$ cat src/rtl/spi_pkg.sv
// Shared SPI definitions: mode encodings, CPOL/CPHA helpers, byte width,
// fill byte and the responder state type.
package spi_pkg;

    localparam int SPI_MODE0 = 0;
    localparam int SPI_MODE1 = 1;
    localparam int SPI_MODE2 = 2;
    localparam int SPI_MODE3 = 3;

    localparam int                BYTE_W    = 8;
    localparam logic [BYTE_W-1:0] FILL_BYTE = 8'h00;

    typedef enum logic {
        ST_IDLE,
        ST_ACTIVE
    } state_t;

    function automatic logic spi_cpol(input int mode);
        return mode[1];
    endfunction

    function automatic logic spi_cpha(input int mode);
        return mode[0];
    endfunction

endpackage

$ cat src/rtl/spi_edge_sync.sv
// Multi-stage synchronizer for an asynchronous pin followed by registered
// one-cycle rise/fall pulses (pin-to-pulse latency SYNC_STAGES+1 cycles).
module spi_edge_sync #(
    parameter int   SYNC_STAGES = 2,
    parameter logic RESET_VAL   = 1'b0
) (
    input  logic i_Clk,
    input  logic i_Rst_L,
    input  logic i_async,
    output logic o_rise,
    output logic o_fall
);

    logic [SYNC_STAGES-1:0] sync_q, sync_d;
    logic                   prev_q, prev_d;
    logic                   rise_q, rise_d;
    logic                   fall_q, fall_d;

    always_comb begin
        sync_d = {sync_q[SYNC_STAGES-2:0], i_async};
        prev_d = sync_q[SYNC_STAGES-1];
        rise_d = sync_q[SYNC_STAGES-1] & ~prev_q;
        fall_d = ~sync_q[SYNC_STAGES-1] & prev_q;
    end

    // NOTE: state registers use non-blocking assignments so every flop samples
    // the pre-edge value of its neighbours, independent of statement order.
    always_ff @(posedge i_Clk or negedge i_Rst_L) begin
        if (!i_Rst_L) begin
            sync_q <= {SYNC_STAGES{RESET_VAL}};
            prev_q <= RESET_VAL;
            rise_q <= 1'b0;
            fall_q <= 1'b0;
        end else begin
            sync_q <= sync_d;
            prev_q <= prev_d;
            rise_q <= rise_d;
            fall_q <= fall_d;
        end
    end

    assign o_rise = rise_q;
    assign o_fall = fall_q;

endmodule

$ cat src/rtl/spi_slave.sv
// Byte-oriented SPI responder, fully in the i_Clk domain (oversampled pins).
// Define SPI_SLAVE_MISO_TRISTATE_EN to release MISO (1'bz) while idle.
module spi_slave
    import spi_pkg::*;
#(
    parameter int SPI_MODE    = SPI_MODE0,
    parameter int SYNC_STAGES = 2
) (
    input  logic              i_Clk,
    input  logic              i_Rst_L,
    input  logic [BYTE_W-1:0] i_TX_Byte,
    input  logic              i_TX_DV,
    output logic              o_TX_Ready,
    output logic              o_RX_DV,
    output logic [BYTE_W-1:0] o_RX_Byte,
    input  logic              i_SPI_Clk,
    input  logic              i_SPI_CS_n,
    input  logic              i_SPI_MOSI,
    output logic              o_SPI_MISO
);

    localparam logic CPOL = spi_cpol(SPI_MODE);
    localparam logic CPHA = spi_cpha(SPI_MODE);

    logic sclk_rise, sclk_fall, cs_rise, cs_fall;

    spi_edge_sync #(.SYNC_STAGES(SYNC_STAGES), .RESET_VAL(CPOL)) u_sclk_sync (
        .i_Clk   (i_Clk),
        .i_Rst_L (i_Rst_L),
        .i_async (i_SPI_Clk),
        .o_rise  (sclk_rise),
        .o_fall  (sclk_fall)
    );

    spi_edge_sync #(.SYNC_STAGES(SYNC_STAGES), .RESET_VAL(1'b1)) u_cs_sync (
        .i_Clk   (i_Clk),
        .i_Rst_L (i_Rst_L),
        .i_async (i_SPI_CS_n),
        .o_rise  (cs_rise),
        .o_fall  (cs_fall)
    );

    state_t                 state_q, state_d;
    logic [SYNC_STAGES-1:0] mosi_sync_q, mosi_sync_d;
    logic [2:0]             bit_cnt_q, bit_cnt_d;
    logic [BYTE_W-2:0]      rx_shift_q, rx_shift_d;
    logic [BYTE_W-1:0]      rx_byte_q, rx_byte_d;
    logic                   rx_dv_q, rx_dv_d;
    logic [BYTE_W-1:0]      tx_shift_q, tx_shift_d;
    logic [BYTE_W-1:0]      hold_q, hold_d;
    logic                   hold_full_q, hold_full_d;
    logic                   miso_q, miso_d;

    logic              mosi_bit, sample_edge, shift_edge, load;
    logic [BYTE_W-1:0] load_byte;

    assign mosi_bit    = mosi_sync_q[SYNC_STAGES-1];
    assign sample_edge = CPHA ? (CPOL ? sclk_rise : sclk_fall) : (CPOL ? sclk_fall : sclk_rise);
    assign shift_edge  = CPHA ? (CPOL ? sclk_fall : sclk_rise) : (CPOL ? sclk_rise : sclk_fall);
    assign load_byte   = hold_full_q ? hold_q : FILL_BYTE;

    // NOTE: every signal written here gets a default first, so no path leaves
    // a variable unassigned and no latch is inferred.
    always_comb begin
        state_d     = state_q;
        mosi_sync_d = {mosi_sync_q[SYNC_STAGES-2:0], i_SPI_MOSI};
        bit_cnt_d   = bit_cnt_q;
        rx_shift_d  = rx_shift_q;
        rx_byte_d   = rx_byte_q;
        rx_dv_d     = 1'b0;
        tx_shift_d  = tx_shift_q;
        hold_d      = hold_q;
        hold_full_d = hold_full_q;
        miso_d      = miso_q;
        load        = 1'b0;

        case (state_q)
            ST_IDLE: begin
                miso_d = 1'b0;
                if (cs_fall) begin
                    state_d   = ST_ACTIVE;
                    bit_cnt_d = 3'd0;
                    load      = 1'b1;
                    // CPHA=0 presents bit 7 at select; the first trailing edge then shifts bit 6.
                    if (!CPHA) begin
                        miso_d     = load_byte[BYTE_W-1];
                        tx_shift_d = load_byte << 1;
                    end else begin
                        tx_shift_d = load_byte;
                    end
                end
            end
            ST_ACTIVE: begin
                if (shift_edge) begin
                    miso_d     = tx_shift_q[BYTE_W-1];
                    tx_shift_d = tx_shift_q << 1;
                end
                if (sample_edge) begin
                    rx_shift_d = {rx_shift_q[BYTE_W-3:0], mosi_bit};
                    bit_cnt_d  = bit_cnt_q + 3'd1;
                    if (bit_cnt_q == 3'd7) begin
                        rx_byte_d  = {rx_shift_q, mosi_bit};
                        rx_dv_d    = 1'b1;
                        load       = 1'b1;
                        tx_shift_d = load_byte;
                    end
                end
                // A completing byte in the same cycle still delivers its RX pulse above.
                if (cs_rise) begin
                    state_d   = ST_IDLE;
                    bit_cnt_d = 3'd0;
                end
            end
            default: state_d = ST_IDLE;
        endcase

        if (load) begin
            hold_full_d = 1'b0;
        end
        if (i_TX_DV && !hold_full_q) begin
            hold_d      = i_TX_Byte;
            hold_full_d = 1'b1;
        end
    end

    always_ff @(posedge i_Clk or negedge i_Rst_L) begin
        if (!i_Rst_L) begin
            state_q     <= ST_IDLE;
            mosi_sync_q <= '0;
            bit_cnt_q   <= 3'd0;
            rx_shift_q  <= '0;
            rx_byte_q   <= FILL_BYTE;
            rx_dv_q     <= 1'b0;
            tx_shift_q  <= '0;
            hold_q      <= '0;
            hold_full_q <= 1'b0;
            miso_q      <= 1'b0;
        end else begin
            state_q     <= state_d;
            mosi_sync_q <= mosi_sync_d;
            bit_cnt_q   <= bit_cnt_d;
            rx_shift_q  <= rx_shift_d;
            rx_byte_q   <= rx_byte_d;
            rx_dv_q     <= rx_dv_d;
            tx_shift_q  <= tx_shift_d;
            hold_q      <= hold_d;
            hold_full_q <= hold_full_d;
            miso_q      <= miso_d;
        end
    end

    assign o_TX_Ready = ~hold_full_q;
    assign o_RX_DV    = rx_dv_q;
    assign o_RX_Byte  = rx_byte_q;

`ifdef SPI_SLAVE_MISO_TRISTATE_EN
    assign o_SPI_MISO = (state_q == ST_ACTIVE) ? miso_q : 1'bz;
`else
    assign o_SPI_MISO = (state_q == ST_ACTIVE) ? miso_q : 1'b0;
`endif

endmodule

$ cat config.mk
export PLATFORM = sky130hd
export DESIGN_NAME = spi_slave
export DESIGN_NICKNAME = d
export VERILOG_FILES = /design/src/rtl/spi_pkg.sv /design/src/rtl/spi_edge_sync.sv /design/src/rtl/spi_slave.sv
export SDC_FILE = /design/constraint.sdc
export NUM_CORES = 1
export LEC_CHECK = 0
export CAP_MARGIN = 10
export CORE_UTILIZATION = 40
export DETAILED_ROUTE_END_ITERATION = 10
export PLACE_DENSITY = 0.64
export SYNTH_ARGS = -nofsm -noshare
export SYNTH_HDL_FRONTEND = slang
export SYNTH_SLANG_ARGS = --single-unit
$ cat constraint.sdc
create_clock -name i_Clk -period 2.1 [get_ports i_Clk]
set_clock_uncertainty 0.1 [all_clocks]
set_input_delay 0.315 -clock i_Clk [delete_from_list [all_inputs] [get_ports i_Clk]]
set_output_delay 0.315 -clock i_Clk [all_outputs]
set_load 0.005 [all_outputs]
==> out/summary.txt <==
Core ar. -> 5070 µm²
First DRT Iteration DRCs -> 50
Post-route cell area -> 2530 µm²
Num CTS Buffers -> 5
Worst Hold End -> u_sclk_sync.sync_q[1]
CTS tree -> built
Multi-input logic area -> 793 µm²
Top cells by area, synth -> dfrtp_1 56%, mux2_2 13%, dfstp_2 3.7%, mux2i_1 3.3%, nor2b_1 3.3%
Clock transition at path regs -> 0.09 ns
Status -> finished clean
Sum Neg Setup Slack -> 0 ns
Dpl cell area -> 2410 µm²
All-Layer GR Usage -> 14.8%
Avg Cell Area, Syn -> 13.2 µm²
Hold path start -> u_sclk_sync.sync_q[0]
Leak Pwr -> 1.12 nW
FF+latch area -> 1250 µm²
H-tree Lvls -> 2
Reg2reg end -> tx_shift_q[3]
Crit-path slowest cell -> dfrtp_1
Row cnt -> 26
Die Footprint -> 5560 µm²
Synth top area share -> 55.9%
Maximum VDD drop -> 0.422 mV
Per-cell routed wire length -> 14.3 µm
Commonest cells after routing, fill and taps aside -> 47 x dfrtp_1, 25 x mux2_2, 23 x clkdlybuf4s50_1, 11 x nor2b_1
Post-Route Utilization -> 50.0%
Max Clock Freq -> 0.544 GHz
TritonCTS Sinks -> 50
Most common cell after layout, fill and taps aside -> dfrtp_1
Seq/Total Area, Yosys -> 59.6%
Maximum clock insertion buffer count -> 2
Slew Limit Fails -> 0
Hold Worst Slack -> 0.262 ns
Grt total ovfl -> 0
Final period util -> 87.5%
Initial core utilization -> 41.5%
Startpoint types -> register
First-pass GRT wire length -> 6000 µm
Worst-Skew Late Latency -> 0.30 ns
Reg2Reg Setup Slack -> 0.41 ns
Distinct cells, synth -> 29
Buf+Inv Stages, Crit Path -> 2
Antenna Cells -> 0
Syn Inst Count -> 160
Yosys Warn Count -> 0
Fin cells -> 260
Flops & latches, synth -> 50
R2R Path Start -> bit_cnt_q[0]
Synthesized cell area -> 2100 µm²
Max incr delay on CP -> 0.53 ns
Drt drc -> 0
Setup bufs post-CTS -> 0
Final net count -> 206
Worst-Margin Slew -> 0.495 ns
Die Y -> 74.5 µm
Via Count -> 1295
Reg2Reg Depth -> 5
P&R area growth vs syn -> 20.5%
Share of cells above drive strength 1 -> 23.2%
Hpwl dp -> 2620 µm
Io pins -> 25
Fillcell total -> 471
Hold Crit Class -> reg2reg
Critical path peak fanout -> 13
Vias in the first global route -> 1278
Cell Pwr Density -> 1060 nW/µm²
Hold Fails Final Rpt -> 0
RePlAce Congestion -> 0.773
RSZ-0062 raised after global routing -> false
Top Family by Delay on Critical Path -> buffers and inverters
Cell Chain, Critical Path -> inv_1, clkdlybuf4s50_1
Final ANT Viol Nets -> 0
Crit path DAT -> 1.42 ns
Crit Path Class -> reg2out
Largest area contributor in the netlist -> dfrtp_1
Initial DRT Pass Iterations -> 4
Post-Syn Nets -> 177
Placed Cells -> 251
Worst Hold Depth -> 0
Root buf cell -> clkbuf_8
Initial antenna violation count -> 0
Crit path time final -> 1.84 ns
CP required -> 1.68 ns
DR vias/cell -> 4.98
DIE WIDTH -> 74.5 µm
Final setup viols -> 0
Hold buffers post-CTS -> 1
Setup crit end kind -> output pin
Cts repair resizes -> 0
Max_cap viols -> 0
Port bufs -> 24
Max-Slew Margin vs Limit -> 67.0%
WL final -> 3710 µm
Pin count of the biggest net entering global routing -> 23
==> state kept, by name (all words and copies together), names as in the netlist, 2 cells and up <==
name and flops:
u_cs_sync.sync_q 2, o_RX_Byte 8, mosi_sync_q 2, tx_shift_q 8, u_sclk_sync.sync_q 2, bit_cnt_q 3, rx_shift_q 7, hold_q 8
==> kinds of logic after synthesis <==
kind of cell | share of synthesized area, %
flip-flops | 59.6
XOR/XNOR | 0.416
adder cells (fa/ha/maj) | 1.78
buffers and inverters | 2.68
multiplexers | 16.7
AND/OR/NAND/NOR | 9.51
AO/OA/AOI/OAI | 9.28
==> through the flow <==
step / total power [W] / setup WS [ns]
6_report: 0.00270 / 0.263
3_5_place_dp: 0.00206 / 0.426
4_1_cts: 0.00275 / 0.235
3_3_place_gp: 0.00202 / 0.473
2_1_floorplan: 0.00185 / 0.577
5_1_grt: 0.00288 / 0.158
==> final cells by class <==
class                      instances  area share [%]
inverter                           3           0.444
tap                               70            3.46
sequential                        50            49.5
timing repair buffer              29            10.9
clock inverter                     3            1.73
multi-input combinational        100            31.3
clock buffer                       5            2.71
==> power breakdown <==
part	total (W)	leakage, nW	switching, W	internal, W
clock	0.000665	0.0585	0.000308	0.000357
sequential	0.00141	0.627	0.000195	0.00121
combinational	0.000627	0.431	0.000254	0.000372
==> layer usage <==
layer / GRT usage, % / share of wire [%] / vias up
met3: 4.07 / 3.6 / 7
met5: 0 / 0 / -
met2: 23.6 / 49 / 23
li1: - / - / 618
met4: 6.29 / 1.6 / 0
met1: 18.9 / 45 / 647
==> Yosys cell counts <==
cell type   n
buf_2       3
a31oi_1     3
dfrtp_1    47
nand2_1     9
a21boi_0    1
mux2_2     25
nand4_1     1
o21ai_0     9
nand2b_1    2
o22ai_1     5
and2_1      7
and2b_1     1
a21oi_1     2
mux2i_1     7
a31o_2      1
xnor2_1     1
nand2_2     1
dfstp_2     3
a32o_1      1
a31o_1      1
buf_4       4
inv_1       3
ha_1        3
a22o_1      1
nand3_4     1
a211oi_1    5
o2bb2ai_1   1
nor2b_1    11
nor2_1      1
==> worst max-delay path by stage <==
stage,end,slack [ns],startpoint,cells past startpoint
after floorplan,o_RX_Byte[0],0.58,bit_cnt_q[0],4
after global placement,hold_q[2],0.47,i_TX_DV,4
after detailed placement,tx_shift_q[3],0.43,bit_cnt_q[0],5
after CTS,o_TX_Ready,0.24,hold_full_q,2
after global routing,o_TX_Ready,0.16,hold_full_q,2
final,o_TX_Ready,0.26,hold_full_q,2
No activity file was read; power rests on OpenSTA's default activity.
